**src/rtl/cva6_lsu_pkg.sv**
```systemverilog
// Shared types for the LSU issue path: the request record carried through the issue queue.
package cva6_lsu_pkg;

    localparam int LSU_ADDR_W = 32;

    typedef struct packed {
        logic [LSU_ADDR_W-1:0] instr;
        logic                  is_load;
    } lsu_req_t;

endpackage

```
**src/rtl/cva6_lsu_req_fifo.sv**
```systemverilog
// Small DEPTH-entry FIFO of lsu_req_t with a combinational head so the issue logic can
// pop in the same cycle it inspects the oldest entry.
module cva6_lsu_req_fifo
    import cva6_lsu_pkg::*;
#(
    parameter int DEPTH = 4
) (
    input  logic                     clk_i,
    input  logic                     rst_i,
    input  logic                     push_i,
    input  lsu_req_t                 push_data_i,
    input  logic                     pop_i,
    output lsu_req_t                 head_o,
    output logic [$clog2(DEPTH):0]   count_o,
    output logic                     full_o,
    output logic                     empty_o
);

    localparam int PTR_W = $clog2(DEPTH);
    localparam int CNT_W = PTR_W + 1;

    lsu_req_t               mem_q [DEPTH];
    logic [PTR_W-1:0]       wr_ptr_q, wr_ptr_d;
    logic [PTR_W-1:0]       rd_ptr_q, rd_ptr_d;
    logic [CNT_W-1:0]       count_q, count_d;
    logic                   do_push, do_pop;

    assign full_o  = (count_q == CNT_W'(DEPTH));
    assign empty_o = (count_q == '0);
    assign count_o = count_q;
    assign head_o  = mem_q[rd_ptr_q];

    // No full bypass: a push while full is dropped even if a pop happens this cycle.
    assign do_push = push_i && !full_o;
    assign do_pop  = pop_i && !empty_o;

    always_comb begin
        wr_ptr_d = wr_ptr_q;
        rd_ptr_d = rd_ptr_q;
        count_d  = count_q;
        if (do_push) wr_ptr_d = wr_ptr_q + 1'b1;
        if (do_pop)  rd_ptr_d = rd_ptr_q + 1'b1;
        case ({do_push, do_pop})
            2'b10:   count_d = count_q + 1'b1;
            2'b01:   count_d = count_q - 1'b1;
            default: count_d = count_q;
        endcase
    end

    always_ff @(posedge clk_i) begin
        if (rst_i) begin
            wr_ptr_q <= '0;
            rd_ptr_q <= '0;
            count_q  <= '0;
        end else begin
            wr_ptr_q <= wr_ptr_d;
            rd_ptr_q <= rd_ptr_d;
            count_q  <= count_d;
        end
    end

    // Storage carries no reset; only the pointers define which entries are live.
    for (genvar gi = 0; gi < DEPTH; gi++) begin : g_entry
        always_ff @(posedge clk_i) begin
            if (do_push && (wr_ptr_q == PTR_W'(gi))) begin
                mem_q[gi] <= push_data_i;
            end
        end
    end

endmodule

```
**src/rtl/cva6_lsu_issue_queue.sv**
```systemverilog
// In-order load/store issue buffer with one outstanding load and one outstanding store.
// Optional load-after-store address hold enabled by defining LSU_ISSUE_RAW_CHECK_EN.
module cva6_lsu_issue_queue
    import cva6_lsu_pkg::*;
#(
    parameter int DEPTH  = 4,
    parameter int ADDR_W = 32
) (
    input  logic                     clk_i,
    input  logic                     rst_i,
    input  logic                     req_valid_i,
    output logic                     req_ready_o,
    input  logic [ADDR_W-1:0]        req_instr_i,
    input  logic                     req_is_load_i,
    output logic                     lsu_instr_valid_o,
    output logic [ADDR_W-1:0]        lsu_instr_o,
    output logic                     lsu_is_load_o,
    input  logic                     lsu_ready_i,
    input  logic                     load_mem_resp_i,
    input  logic                     store_mem_resp_i,
    output logic [$clog2(DEPTH):0]   count_o,
    output logic                     ld_busy_o,
    output logic                     st_busy_o,
    output logic                     err_o
);

    lsu_req_t            push_data;
    lsu_req_t            head;
    logic [ADDR_W-1:0]   head_instr;
    logic                fifo_full, fifo_empty;
    logic                issue, ld_type_ok, st_type_ok, hazard_ok;

    logic                lsu_valid_q, lsu_valid_d;
    logic [ADDR_W-1:0]   lsu_instr_q, lsu_instr_d;
    logic                lsu_is_load_q, lsu_is_load_d;
    logic                ld_busy_q, ld_busy_d;
    logic                st_busy_q, st_busy_d;
    logic                err_q, err_d;

    assign push_data.instr   = LSU_ADDR_W'(req_instr_i);
    assign push_data.is_load = req_is_load_i;
    assign head_instr        = ADDR_W'(head.instr);

    cva6_lsu_req_fifo #(.DEPTH(DEPTH)) u_fifo (
        .clk_i       (clk_i),
        .rst_i       (rst_i),
        .push_i      (req_valid_i),
        .push_data_i (push_data),
        .pop_i       (issue),
        .head_o      (head),
        .count_o     (count_o),
        .full_o      (fifo_full),
        .empty_o     (fifo_empty)
    );

`ifdef LSU_ISSUE_RAW_CHECK_EN
    logic [ADDR_W-1:0]   st_addr_q, st_addr_d;
`endif

    // A same-cycle response releases its blocker so the next head can issue on that edge.
    always_comb begin
        ld_type_ok = !ld_busy_q || load_mem_resp_i;
        st_type_ok = !st_busy_q || store_mem_resp_i;
        hazard_ok  = 1'b1;
`ifdef LSU_ISSUE_RAW_CHECK_EN
        if (head.is_load && st_busy_q && !store_mem_resp_i && (st_addr_q == head_instr)) begin
            hazard_ok = 1'b0;
        end
`endif
        issue = !fifo_empty && lsu_ready_i && !lsu_valid_q && hazard_ok
              && (head.is_load ? ld_type_ok : st_type_ok);
    end

    always_comb begin
        lsu_valid_d   = issue;
        lsu_instr_d   = issue ? head_instr : '0;
        lsu_is_load_d = issue && head.is_load;
        ld_busy_d     = ld_busy_q;
        st_busy_d     = st_busy_q;
        err_d         = err_q;
        if (load_mem_resp_i)  ld_busy_d = 1'b0;
        if (store_mem_resp_i) st_busy_d = 1'b0;
        // Set wins over clear when a response and a same-type issue share an edge.
        if (issue && head.is_load)  ld_busy_d = 1'b1;
        if (issue && !head.is_load) st_busy_d = 1'b1;
        if ((load_mem_resp_i && !ld_busy_q) || (store_mem_resp_i && !st_busy_q)) begin
            err_d = 1'b1;
        end
    end

`ifdef LSU_ISSUE_RAW_CHECK_EN
    always_comb begin
        st_addr_d = st_addr_q;
        if (issue && !head.is_load) st_addr_d = head_instr;
    end

    always_ff @(posedge clk_i) begin
        if (rst_i) st_addr_q <= '0;
        else       st_addr_q <= st_addr_d;
    end
`endif

    always_ff @(posedge clk_i) begin
        if (rst_i) begin
            lsu_valid_q   <= 1'b0;
            lsu_instr_q   <= '0;
            lsu_is_load_q <= 1'b0;
            ld_busy_q     <= 1'b0;
            st_busy_q     <= 1'b0;
            err_q         <= 1'b0;
        end else begin
            lsu_valid_q   <= lsu_valid_d;
            lsu_instr_q   <= lsu_instr_d;
            lsu_is_load_q <= lsu_is_load_d;
            ld_busy_q     <= ld_busy_d;
            st_busy_q     <= st_busy_d;
            err_q         <= err_d;
        end
    end

    assign req_ready_o       = !fifo_full;
    assign lsu_instr_valid_o = lsu_valid_q;
    assign lsu_instr_o       = lsu_instr_q;
    assign lsu_is_load_o     = lsu_is_load_q;
    assign ld_busy_o         = ld_busy_q;
    assign st_busy_o         = st_busy_q;
    assign err_o             = err_q;

endmodule

```
**config.mk**
```make
export PLATFORM = sky130hd
export DESIGN_NAME = cva6_lsu_issue_queue
export DESIGN_NICKNAME = d
export VERILOG_FILES = /design/src/rtl/cva6_lsu_pkg.sv /design/src/rtl/cva6_lsu_req_fifo.sv /design/src/rtl/cva6_lsu_issue_queue.sv
export SDC_FILE = /design/constraint.sdc
export NUM_CORES = 1
export LEC_CHECK = 0
export BUFFER_PORTS_ARGS = -buffer_cell sky130_fd_sc_hd__buf_2
export CORE_AREA = 2 2 116 118
export CTS_BUF_LIST = sky130_fd_sc_hd__clkbuf_16
export DETAILED_ROUTE_END_ITERATION = 16
export DIE_AREA = 0 0 118 120
export GPL_TIMING_DRIVEN = 0
export MAX_ROUTING_LAYER = met4
export PLACE_DENSITY = 0.81
export SETUP_SLACK_MARGIN = 0.4
export SLEW_MARGIN = 5
export SYNTH_ARGS = -nofsm -noshare
export SYNTH_HDL_FRONTEND = slang
export SYNTH_SLANG_ARGS = --single-unit
export TNS_END_PERCENT = 1
```
**constraint.sdc**
```tcl
create_clock -name clk_i -period 3.4 [get_ports clk_i]
set_input_delay 0.34 -clock clk_i [delete_from_list [all_inputs] [get_ports clk_i]]
set_output_delay 0.34 -clock clk_i [all_outputs]
set_load 0.05 [all_outputs]
```
Word level (Yosys, flattened, before mapping):

Memory sizes are Yosys's and may differ from the RTL's. A register that Yosys moved wholly into a read port is not among the register bits.
Cells that the tools add are included.

* memory bits (writable): 132
* register bits: 44
* output and inout port bits: 41
* bits of input ports: 39
* memories: 1

* multiplexer cells: 25
* reduce and logical (&&, ||, !) cells: 31
* add/sub/neg operators: 4
* eq/ne operators: 6
* bitwise operators: 1

Memories
* u_fifo.mem_q: words 4, width 33, read ports 1, clocked after Yosys merged registers in 1, wr ports 1, line cva6_lsu_req_fifo.sv:22 `lsu_req_t mem_q [DEPTH];`

Operator list (number)
* $mux W33: 3
* $reduce_or A33 Y1: 3
* $mux W1: 16
* $logic_and A1 B1 Y1: 13
* $mux W2: 5
* $eq A2 B2 Y1 const B: 3
* $logic_not A1 Y1: 6
* $pmux W3 S2: 1
* $reduce_bool A2 Y1: 3
* $add A2 B1 Y2 const B: 2
* $eq A2 B1 Y1 const B: 2
* $add A3 B1 Y3 const B: 1
* $eq A3 B3 Y1 const B: 1
* $logic_not A3 Y1: 1
* $logic_or A1 B1 Y1: 3
* $sub A3 B1 Y3 const B: 1
* $logic_not A2 Y1: 1
* $reduce_or A2 Y1: 1
* $not A1 Y1: 1

Longest topological paths before layout:

* depth in word-level cells: 10
* depth in mapped cells: 10

By module:

A second synthesis with hierarchy kept.

* cell total of the unflattened synthesis: 359
* area total of the unflattened synthesis: 6820.3 um2

By module, submodules not included
* cva6_lsu_req_fifo: instances 1, area an instance 5296.3 um2, cells each 227, sequential area each 4144.0 um2
* cva6_lsu_issue_queue: instances 1, area an instance 1524.0 um2, cells each 132, sequential area each 740.7 um2

Least setup slack after synthesis:

Ideal clock, no wire load.

* path type: register -> register
* start point: register u_fifo.count_q[2], in the netlist u_fifo.count_o[2]
* end point: register u_fifo.count_q[2], in the netlist u_fifo.count_o[2]
* arrival time: 2.810 ns
* path slack: 0.519 ns
* path buffers: 0
* cell stages (with the launch flop): 10
* setup time: 0.071 ns
* cell sequence: dfxtp_1 or3b_1 and2_1 inv_1 ha_1 inv_1 fa_1 xor2_1 or3_1 a21oi_1

* elaborated cells on any way between the ends: 15
* classes of those cells: add/sub (2); eq/ne (3); mux (1); reduce/logical (9)

RTL lines
* from (decl): line cva6_lsu_req_fifo.sv:25 `logic [CNT_W-1:0] count_q, count_d;`
* from (signal assigned): line cva6_lsu_req_fifo.sv:58 `count_q <= count_d;`
* $eq A3 B3 Y1 *: line cva6_lsu_req_fifo.sv:28 `assign full_o = (count_q == CNT_W'(DEPTH));`
* $logic_not A1 Y1 *
* named net req_ready_o: line cva6_lsu_issue_queue.sv:12 `output logic req_ready_o,`
* $logic_and A1 B1 Y1 *: line cva6_lsu_req_fifo.sv:34 `assign do_push = push_i && !full_o;`
* $eq A2 B1 Y1 / $eq A2 B2 Y1 (equally long branches): line cva6_lsu_req_fifo.sv:43 `case ({do_push, do_pop})`
* $pmux W3 S2 / $reduce_bool A2 Y1 (equally long branches)

Mark *: on every way through the listed nets, which the timed path passes. The rest lies on a longest branch.
A chain may end at the register's enable or synchronous reset.

==> out/qor.yml <==
clock_network:
  post_cts_resized: 0
  insertion_delay_ns: 0.43
  postCtsHoldBufs: 0
  numClockSinks: 178
  cts-root-buf: "clkbuf_16"
  cts_buffers: 17
  clk_pin_slew_ns: 0.06
  postCtsSetupRepairBufs: 0
  clockBufferDepth: 2
  htreeDepth: 4
  cts_tree: "yes"
sta:
  finalCritPeriodShare: 0.842
  holdWs_ns: 0.125
  fmax_mhz: 349
  finalSetupTns_ns: 0
  layout_setup_ws_ns: 0.536
  setup-violations-final: 0
  slew_violations: 0
  period_needed_ns: 2.86
  finalHoldViolCount: 0
  tightest_slew_ns: 0.890
  fin_worst_skew_ns: 0.00552
  slew_headroom: 0.407
  rsz0062_at_grt: "false"
placement:
  dpl_cell_area_sq_um: 7010
  gp_congestion: 0.703
  place_ws_ns: 0.555
  dp_hpwl_um: 6930
  port_buffers: 79
yosys:
  netlist_area_sq_um: 6280
  ys_warn_count: 0
  synth.yosys.seq_area_share: 0.778
  syn_avg_cell_area_sq_um: 19.8
  synth_cell_type_count: 27
  synth-seq-cells: 178
  syn_nets: 362
  postSynthCellCount: 317
floorplan:
  core_area_sq_um: 13000
  fp.dieH_um: 120
  std_cell_rows: 42
  pin_count: 80
  die_w_um: 118
  dieArea_sq_um: 14200
  start_util: 0.484
power:
  p_leak_nw: 2.84
  p_total_mw: 5.91
  ir_drop_v: 0.000391
  power.density_nw_per_um2: 778
layout:
  final_common_cell: "edfxtp_1"
  antenna_cells: 0
  mostFrequentLayoutCells: "edfxtp_1, buf_2, dfxtp_1, mux4_2, and3_1"
  nets: 464
  syn2layout_area_growth_pct: 20.9
  design_area_sq_um: 7590
  drive_gt1_frac: 0.356
routing:
  ant_nets: 0
  dr.pass1.iters: 4
  drt-initial-drc-count: 215
  post-route-drc-count: 0
  vias_per_cell: 5.12
  post_drt_wl_per_cell_um: 18.0
  routed_wl_um: 10900
  vias: 3110
critical_path:
  critical_path_class: "flip-flop to flip-flop"
  cp_data_arrival_time_ns: 3.22
  critPathMaxStageDelay_ns: 0.56
  cp_max_fo: 8
  cp-end-kind: "flip-flop"
  crit_path_start_kind: "flip-flop"
  worst_ep_required_time_ns: 3.76
  cp_slowest_cell: "mux4_2"
  crit_chain: "buf_6 -> mux4_2 -> mux2_4 -> and2_1 -> ha_1 -> inv_1 -> fa_1 -> xor2_1 -> or3_1 -> a21oi_1"
grt:
  overflow: 0
  grt_pass1_wl_um: 17000
  antenna_found_initial: 0
  grt_pass1_vias: 3246
  grt_max_degree: 18
  grt_util_all_layers: 0.170
run:
  drv_cap: 0
run_status:
  status: "completed"
hold_path:
  hold_path.class: "primary input to flip-flop"
-- routing by layer --
layer / vias to the layer above / global-route usage / wire length (um)
met5: - / - / 0
met4: 0 / 0.0783 / 222
met3: 18 / 0.0480 / 514
met2: 103 / 0.283 / 5650
met1: 1548 / 0.193 / 4530
li1: 1441 / - / -
-- worst paths after layout --
check                     start                        endpoint  slack, ns  depth (start not counted)
max                   flip-flop  u_fifo.count_o[2]$_SDFFE_PP0P_       0.54                         10
min              req_instr_i[9]   u_fifo.mem_q[0][10]$_DFFE_PP_       0.13                          1
max reg2reg           flip-flop  u_fifo.count_o[2]$_SDFFE_PP0P_       0.54                         10
min reg2reg  err_o$_SDFFE_PP0P_              err_o$_SDFFE_PP0P_       0.49                          2
-- registers in the layout (all words and copies together), names as in the netlist, 2 cells and up, named ones only --
| signal | count |
|---|---|
| u_fifo.rd_ptr_q | 2 |
| u_fifo.wr_ptr_q | 2 |
| u_fifo.mem_q | 132 |
| lsu_instr_o | 32 |
| u_fifo.count_o | 3 |
-- power breakdown --
part | switching (mW) | total, mW | internal (mW)
logic | 0.805 | 1.32 | 0.513
registers | 0.0783 | 2.69 | 2.61
clock network | 0.810 | 1.90 | 1.09
total | 1.69 | 5.91 | 4.21
-- Yosys cell counts --
library cell / count / area, sq um
and3_4: 1 / 11.3
nand2_1: 4 / 15.0
or3_1: 1 / 6.26
mux4_2: 33 / 743
nand3_1: 1 / 5.00
buf_6: 1 / 11.3
o21ai_0: 3 / 15.0
mux2_4: 2 / 30.0
buf_1: 1 / 3.75
dfxtp_1: 46 / 921
edfxtp_1: 132 / 3960
nor3b_1: 1 / 7.51
ha_1: 5 / 62.6
and2_1: 2 / 12.5
xnor2_1: 1 / 8.76
xor2_1: 2 / 17.5
nor3_1: 1 / 5.00
clkbuf_1: 13 / 48.8
and3_1: 37 / 231
nor2b_1: 3 / 18.8
nand2b_1: 3 / 18.8
fa_1: 1 / 20.0
nor2_1: 7 / 26.3
inv_1: 9 / 33.8
a21oi_1: 5 / 25.0
or3b_1: 1 / 8.76
a221oi_1: 1 / 8.76
-- layout make-up --
cell class | instances | area (sq um)
clock inverter | 15 | 156
clock buffer | 17 | 425
multi-input combinational | 115 | 1300
tap | 176 | 220
timing repair buffer | 83 | 505
inverter | 9 | 33.8
sequential | 178 | 4880
buffer | 15 | 63.8
fill | 998 | 5390
-- stage by stage --
stage,cells,util
final,608,0.585
after global routing,608,0.585
after CTS,608,0.585
after detailed placement,576,0.540
after global placement,572,0.531
after floorplan,317,-
-- cells by family (layout without fill, tap and decap cells) --
kind of cell / count (synthesis) / in the layout / synth area share
AOI/OAI and AO/OA: 9 / 9 / 0.00777
DFF: 178 / 178 / 0.778
xor gates and xnor gates: 3 / 3 / 0.00418
adders and majority gates: 6 / 6 / 0.0132
buffers and inverters: 24 / 139 / 0.0155
muxes: 35 / 35 / 0.123
and+or+nand+nor: 62 / 62 / 0.0584
-- worst max-delay path, delay by kind of cell (launching register included) --
kind,cells,cell delay [ns]
fa+ha+maj,2,0.59
compound gates,1,0.14
buf+inv,2,0.19
simple gates,2,0.51
flops,1,0.33
xor+xnor,1,0.17
mux,2,0.85
(Power assumes the default switching activity.)
